File: config.mk
export PLATFORM = sky130hd
export DESIGN_NAME = inst_fifo
export DESIGN_NICKNAME = d
export VERILOG_FILES = /design/src/rtl/inst_fifo.sv
export SDC_FILE = /design/constraint.sdc
export NUM_CORES = 2
export LEC_CHECK = 0
export CORE_MARGIN = 1
export CORE_UTILIZATION = 55
export DETAILED_ROUTE_END_ITERATION = 10
export DONT_BUFFER_PORTS = 1
export HOLD_SLACK_MARGIN = 0.15
export PLACE_DENSITY = 0.81
export SETUP_SLACK_MARGIN = 0.2
export SLEW_MARGIN = 20
export SYNTH_ARGS = -nofsm -noshare
export SYNTH_HDL_FRONTEND = slang
export SYNTH_SLANG_ARGS = --single-unit
File: constraint.sdc
create_clock -name clk -period 10.2 [get_ports clk]
set_clock_uncertainty 0.05 [all_clocks]
set_input_delay 2.55 -clock clk [delete_from_list [all_inputs] [get_ports clk]]
set_output_delay 2.55 -clock clk [all_outputs]
set_load 0.01 [all_outputs]
File: src/rtl/inst_fifo.sv
// Instruction fetch-to-decode queue: multi-word push, multi-word pop, first-word-fall-through.
// Storage is a circular buffer with wrapping pointers and an explicit occupancy counter.
module inst_fifo #(
    parameter int DEPTH       = 16,
    parameter int FETCH_WIDTH = 2,
    parameter int ISSUE_WIDTH = 2
) (
    input  logic                             clk,
    input  logic                             rst,
    input  logic                             flush,
    input  logic                             push_valid,
    input  logic [$clog2(FETCH_WIDTH+1)-1:0] push_count,
    input  logic [31:0]                      push_pc,
    input  logic [32*FETCH_WIDTH-1:0]        push_inst,
    input  logic                             push_err,
    output logic                             push_ready,
    input  logic [$clog2(ISSUE_WIDTH+1)-1:0] pop_count,
    output logic [ISSUE_WIDTH-1:0]           out_valid,
    output logic [32*ISSUE_WIDTH-1:0]        out_inst,
    output logic [32*ISSUE_WIDTH-1:0]        out_pc,
    output logic [ISSUE_WIDTH-1:0]           out_err,
    output logic [$clog2(DEPTH+1)-1:0]       count,
    output logic                             overflow
);

    localparam int PW = $clog2(DEPTH);
    localparam int CW = $clog2(DEPTH + 1);

    logic [PW-1:0] wr_ptr_reg;
    logic [PW-1:0] rd_ptr_reg;
    logic [CW-1:0] count_reg;
    logic [CW-1:0] count_next;
    logic          overflow_reg;

    logic [31:0] mem_inst [DEPTH];
    logic [31:0] mem_pc   [DEPTH];
    logic        mem_err  [DEPTH];

    logic [CW-1:0] free_cnt;
    logic [CW-1:0] push_n;
    logic [CW-1:0] pop_n;
    logic          push_fire;

    // Ready depends only on current occupancy so a full group always fits regardless of pops.
    always_comb begin
        free_cnt   = CW'(DEPTH) - count_reg;
        push_ready = free_cnt >= CW'(FETCH_WIDTH);
        push_fire  = push_valid && push_ready && !flush;
        push_n     = '0;
        if (push_fire) begin
            push_n = (CW'(push_count) > CW'(FETCH_WIDTH)) ? CW'(FETCH_WIDTH) : CW'(push_count);
        end
        pop_n      = (CW'(pop_count) > count_reg) ? count_reg : CW'(pop_count);
        count_next = count_reg + push_n - pop_n;
    end

    always_ff @(posedge clk or negedge rst) begin
        if (!rst) begin
            wr_ptr_reg   <= '0;
            rd_ptr_reg   <= '0;
            count_reg    <= '0;
            overflow_reg <= 1'b0;
        end else if (flush) begin
            wr_ptr_reg   <= '0;
            rd_ptr_reg   <= '0;
            count_reg    <= '0;
            overflow_reg <= 1'b0;
        end else begin
            wr_ptr_reg <= wr_ptr_reg + PW'(push_n);
            rd_ptr_reg <= rd_ptr_reg + PW'(pop_n);
            count_reg  <= count_next;
            if (push_valid && !push_ready) begin
                overflow_reg <= 1'b1;
            end
        end
    end

    always_ff @(posedge clk) begin
        if (rst && push_fire) begin
            for (int k = 0; k < FETCH_WIDTH; k++) begin
                if (CW'(k) < push_n) begin
                    mem_inst[wr_ptr_reg + PW'(k)] <= push_inst[32*k +: 32];
                    mem_pc[wr_ptr_reg + PW'(k)]   <= push_pc + 32'(4 * k);
                    mem_err[wr_ptr_reg + PW'(k)]  <= push_err;
                end
            end
        end
    end

    // Slot i reads the i-th oldest entry; empty slots are forced to zero.
    genvar gi;
    generate
        for (gi = 0; gi < ISSUE_WIDTH; gi++) begin : g_slot
            logic [PW-1:0] addr;
            logic          slot_valid;
            assign addr                  = rd_ptr_reg + PW'(gi);
            assign slot_valid            = count_reg > CW'(gi);
            assign out_valid[gi]         = slot_valid;
            assign out_inst[32*gi +: 32] = slot_valid ? mem_inst[addr] : 32'h0;
            assign out_pc[32*gi +: 32]   = slot_valid ? mem_pc[addr] : 32'h0;
            assign out_err[gi]           = slot_valid ? mem_err[addr] : 1'b0;
        end
    endgenerate

    assign count    = count_reg;
    assign overflow = overflow_reg;

endmodule

==> key figures <==
Power and ir drop
  • Final Power: between 15 and 20 mW
  • Gate power share: approximately 43%
  • Sw Share: between 30% and 40%
  • Flop pwr share: around a third
  • Part of the power in the clock network: about 25%
  • VDD IR-drop max: roughly 0.33 mV
  • Psw: between 5 and 6 mW
  • Power Dens Cells: ~240 mW/mm^2
  • P_int: between 9 and 10 mW
  • Leakage Power: approximately 23 nW

Place
  • Pre-CTS setup slack: between 3 and 4 ns
  • Final GP Congestion: 0.8718
  • Dpl cells: around 6,300
  • Post-DP HPWL: between 100 and 150 mm
  • Placed instance area: 0.06237 mm^2
  • Port Buffers: 0

Finish
  • Layout net count: roughly 5,000
  • Final-layout fill cell count: 8,183
  • Share of post-route cells with drive strength above 1: 16.96%
  • Regs by FF count: mem_inst (512), mem_pc (512), mem_err (16)
  • Post-Layout Inst Area: about 0.066 mm^2
  • Final Non-Filler Cells: between 6,000 and 7,000
  • Syn-to-layout area delta: 6.809%
  • Final Util: ~59%

Synth
  • Post-synthesis sequential area ratio: between 50% and 60%
  • Cells after Synth: 5,284
  • Post-synthesis cell type count: 53
  • Top cells by area, synth: edfxtp_1, mux4_2, nand2_1
  • Synth Cell Area: ~0.06 mm^2
  • Synth warn: 0
  • Post-synth top area share: between 50% and 60%
  • Async SR Flop Fraction: under 10%
  • Area leader, netlist: edfxtp_1
  • Synth Flop Type: edfxtp_1
  • EDFF count, synth: 1,040
  • Synth Area per Inst: 11.65 um^2
  • FF+latch count, synth: between 1,000 and 1,500
  • Syn Nets: roughly 5,400

GRT
  • Largest net degree at the start of global routing: 160
  • Met1 Use GR: between 40% and 50%
  • Global route overflow: 0
  • Number of global-route vias before repair: 45,478
  • First-pass GRT wire length: approximately 300 mm
  • GRT Max-Usage Layer: met2
  • Met3 usage: between 15 and 20%
  • GR Util All Layers: approximately 37%
  • Initial antenna violation count: 5
  • GR Util met2: 54.70%

STA
  • Maximum clock frequency: between 100 and 150 MHz
  • Post-Route Setup TNS: 0 ns
  • Final worst slack: approximately 2.8 ns
  • Fin crit period: 7.381 ns
  • Endpoints failing setup: 0
  • Max Slew Vio Count: 0
  • Fin. Hold Viols: 0
  • Slew headroom: 15.97%
  • Worst Tran Pin Value: roughly 1.3 ns
  • RSZ-0062 raised after global routing: false
  • Hold_ws: a little under 0.6 ns
  • Ratio of final minimum period to clock period: 72.36%

Worst setup path
  • CP max-delay cell: dfrtp_4
  • Setup crit start kind: flop
  • Critical-path cell list: buf_12 -> buf_16 -> buf_4 -> mux4_2 -> a22oi_1 -> a21oi_1
  • Worst path arrival time: 4.78 ns
  • Required time of the critical path: roughly 7.6 ns
  • Crit end category: output port
  • CP Class: flop to output port
  • Max FO, Critical Path: roughly 110
  • Slowest stage delay, CP: between 0.9 and 1 ns

Clock network
  • H-tree levels: 3
  • CTS clock-pin slew for the worst setup and hold paths: 0.07 ns
  • Postcts setup bufs: 0
  • Clk buf depth: 3
  • CTS tree: built
  • Post_cts resized: 0
  • Clock Sinks: approximately 1,100
  • CTS Root Cell: clkbuf_16
  • Total CTS buffers: between 100 and 150
  • Clock Latency Late Sink: 0.71 ns
  • Post-cts hold buffer count: 0

Route
  • Initial DRC count: about 8,900
  • Wire per inst: 32.71 um
  • Vias per inst: roughly 7.1
  • Drt total wl: around 210 mm
  • Vias: around 46,000
  • Drt first pass iters: 9
  • Drt drc: 0
  • Antenna Violating Nets Remaining: 0

Floorplan
  • Starting density of the core: a little under three fifths
  • Die X: around 340 um
  • Die Y-Extent: ~340 um
  • Total core area: between 0.1 and 0.15 mm^2
  • Rows: approximately 120
  • Die area: 0.1133 mm^2
  • IO Count: approximately 240

Status
  • Outcome: complete, no violations

Flow run
  • Max cap viols: 0

Worst hold path
  • Worst Hold Class: flop to flop
## cell type report
class                      count  area [um^2]  area share [%]
multi-input combinational   3630        28020           42.60
clock inverter                45        330.3          0.5022
clock buffer                 148         2999           4.560
tap                         1488         1862           2.831
antenna                        1        2.502        0.003805
inverter                      22        82.58          0.1256
sequential                  1054        31590           48.03
timing repair buffer         100        885.9           1.347
## critical path, delay by kind of cell (launching register included)
kind	cells	cell delay, ns
buffers and inverters	3	1.80
AOI/OAI and AO/OA	2	0.74
DFF	1	0.94
muxes	1	0.40
## routing by layer
metal	wire (um)	up-vias
met5	61	-
met4	17210	4
met3	41760	1201
met2	91100	4940
met1	62120	21938
li1	-	18133
## power groups by stage
stage	Combinational, mW	Clock (mW)	Sequential, mW
6_report	6.68	3.86	4.95
5_1_grt	6.88	3.96	4.96
4_1_cts	6.47	3.81	4.95
3_5_place_dp	6.43	0	5.04
3_3_place_gp	6.32	0	5.03
2_1_floorplan	4.83	0	4.94
## cells by family (layout without fill, tap and decap cells)
logic type               Yosys count  count (layout)  share of synthesized area, %
AND/OR/NAND/NOR                 2184            2184                         13.95
flip-flops                      1054            1054                         51.29
buffers and inverters            600             315                         3.938
multiplexers                     525             525                         19.10
XOR/XNOR                         460             460                         6.543
AO/OA/AOI/OAI                    438             438                         4.682
adder cells (fa/ha/maj)           22              22                        0.4958
other                              1               2                      0.006090
## synthesized netlist by cell type, types with 3 or more instances
master       n
xnor2_1    158
nand3_1     22
dfrtp_1     14
inv_1       20
nor2_1     321
a22oi_1    260
nand2b_1     3
nor2b_1     11
and3_1       9
and2_1       5
nand4_2      3
nand4_1     14
buf_6        5
fa_1         4
mux2i_1      3
xor2_1     302
buf_2       88
buf_4        6
nor2_2      13
buf_1      139
nor3_1       6
clkbuf_1   338
mux4_2     520
or3_1       10
nand2_1   1743
edfxtp_1  1040
nor4_1       3
nor3_4       5
and4_1       5
ha_1        18
a21o_1       3
a21oi_1    139
nor3_2       4
o21ai_0     24
## layout by cell type, fill, tap and decap left out, types with 4 or more instances in the layout
| master | netlist | routed |
|---|---|---|
| clkinv_2 | 0 | 15 |
| nor3_4 | 5 | 8 |
| ha_1 | 18 | 16 |
| and3_1 | 9 | 9 |
| nor4_2 | 2 | 4 |
| clkbuf_8 | 0 | 4 |
| clkbuf_16 | 0 | 113 |
| nor3_2 | 4 | 4 |
| xor2_1 | 302 | 302 |
| o21ai_0 | 24 | 13 |
| and4_2 | 0 | 4 |
| and2_1 | 5 | 4 |
| inv_1 | 20 | 20 |
| nand2_1 | 1743 | 1743 |
| nand4_1 | 14 | 14 |
| clkbuf_1 | 338 | 31 |
| dfrtp_1 | 14 | 12 |
| fa_1 | 4 | 4 |
| clkinvlp_4 | 0 | 6 |
| mux4_2 | 520 | 520 |
| nor2_2 | 13 | 14 |
| a21oi_1 | 139 | 138 |
| o21ai_4 | 0 | 13 |
| a22oi_1 | 260 | 260 |
| nor2_4 | 0 | 4 |
| bufinv_16 | 0 | 4 |
| or3_4 | 0 | 9 |
| xnor2_1 | 158 | 158 |
| nor2b_1 | 11 | 10 |
| edfxtp_1 | 1040 | 1040 |
| buf_4 | 6 | 90 |
| buf_12 | 0 | 7 |
| nand3_1 | 22 | 22 |
| clkinv_1 | 1 | 18 |
| nor2_1 | 321 | 316 |
## path summary, 6_finish.rpt
kind	start	to	slack, ns	cells past startpoint
hold / removal	wr_ptr_reg[3]$_DFF_PN0_	wr_ptr_reg[3]$_DFF_PN0_	0.59	2
setup / recovery	rd_ptr_reg[0]$_DFF_PN0_	out_inst[54]	2.82	6
min in group asynchronous	rst	wr_ptr_reg[3]$_DFF_PN0_	1.49	0
setup reg to reg	count[1]$_DFF_PN0_	mem_inst[14][10]$_DFFE_PP_	4.93	11
hold reg to reg	wr_ptr_reg[3]$_DFF_PN0_	wr_ptr_reg[3]$_DFF_PN0_	0.59	2
max in group asynchronous	rst	rd_ptr_reg[1]$_DFF_PN0_	8.51	0
Power figures use the tool's default switching activity.
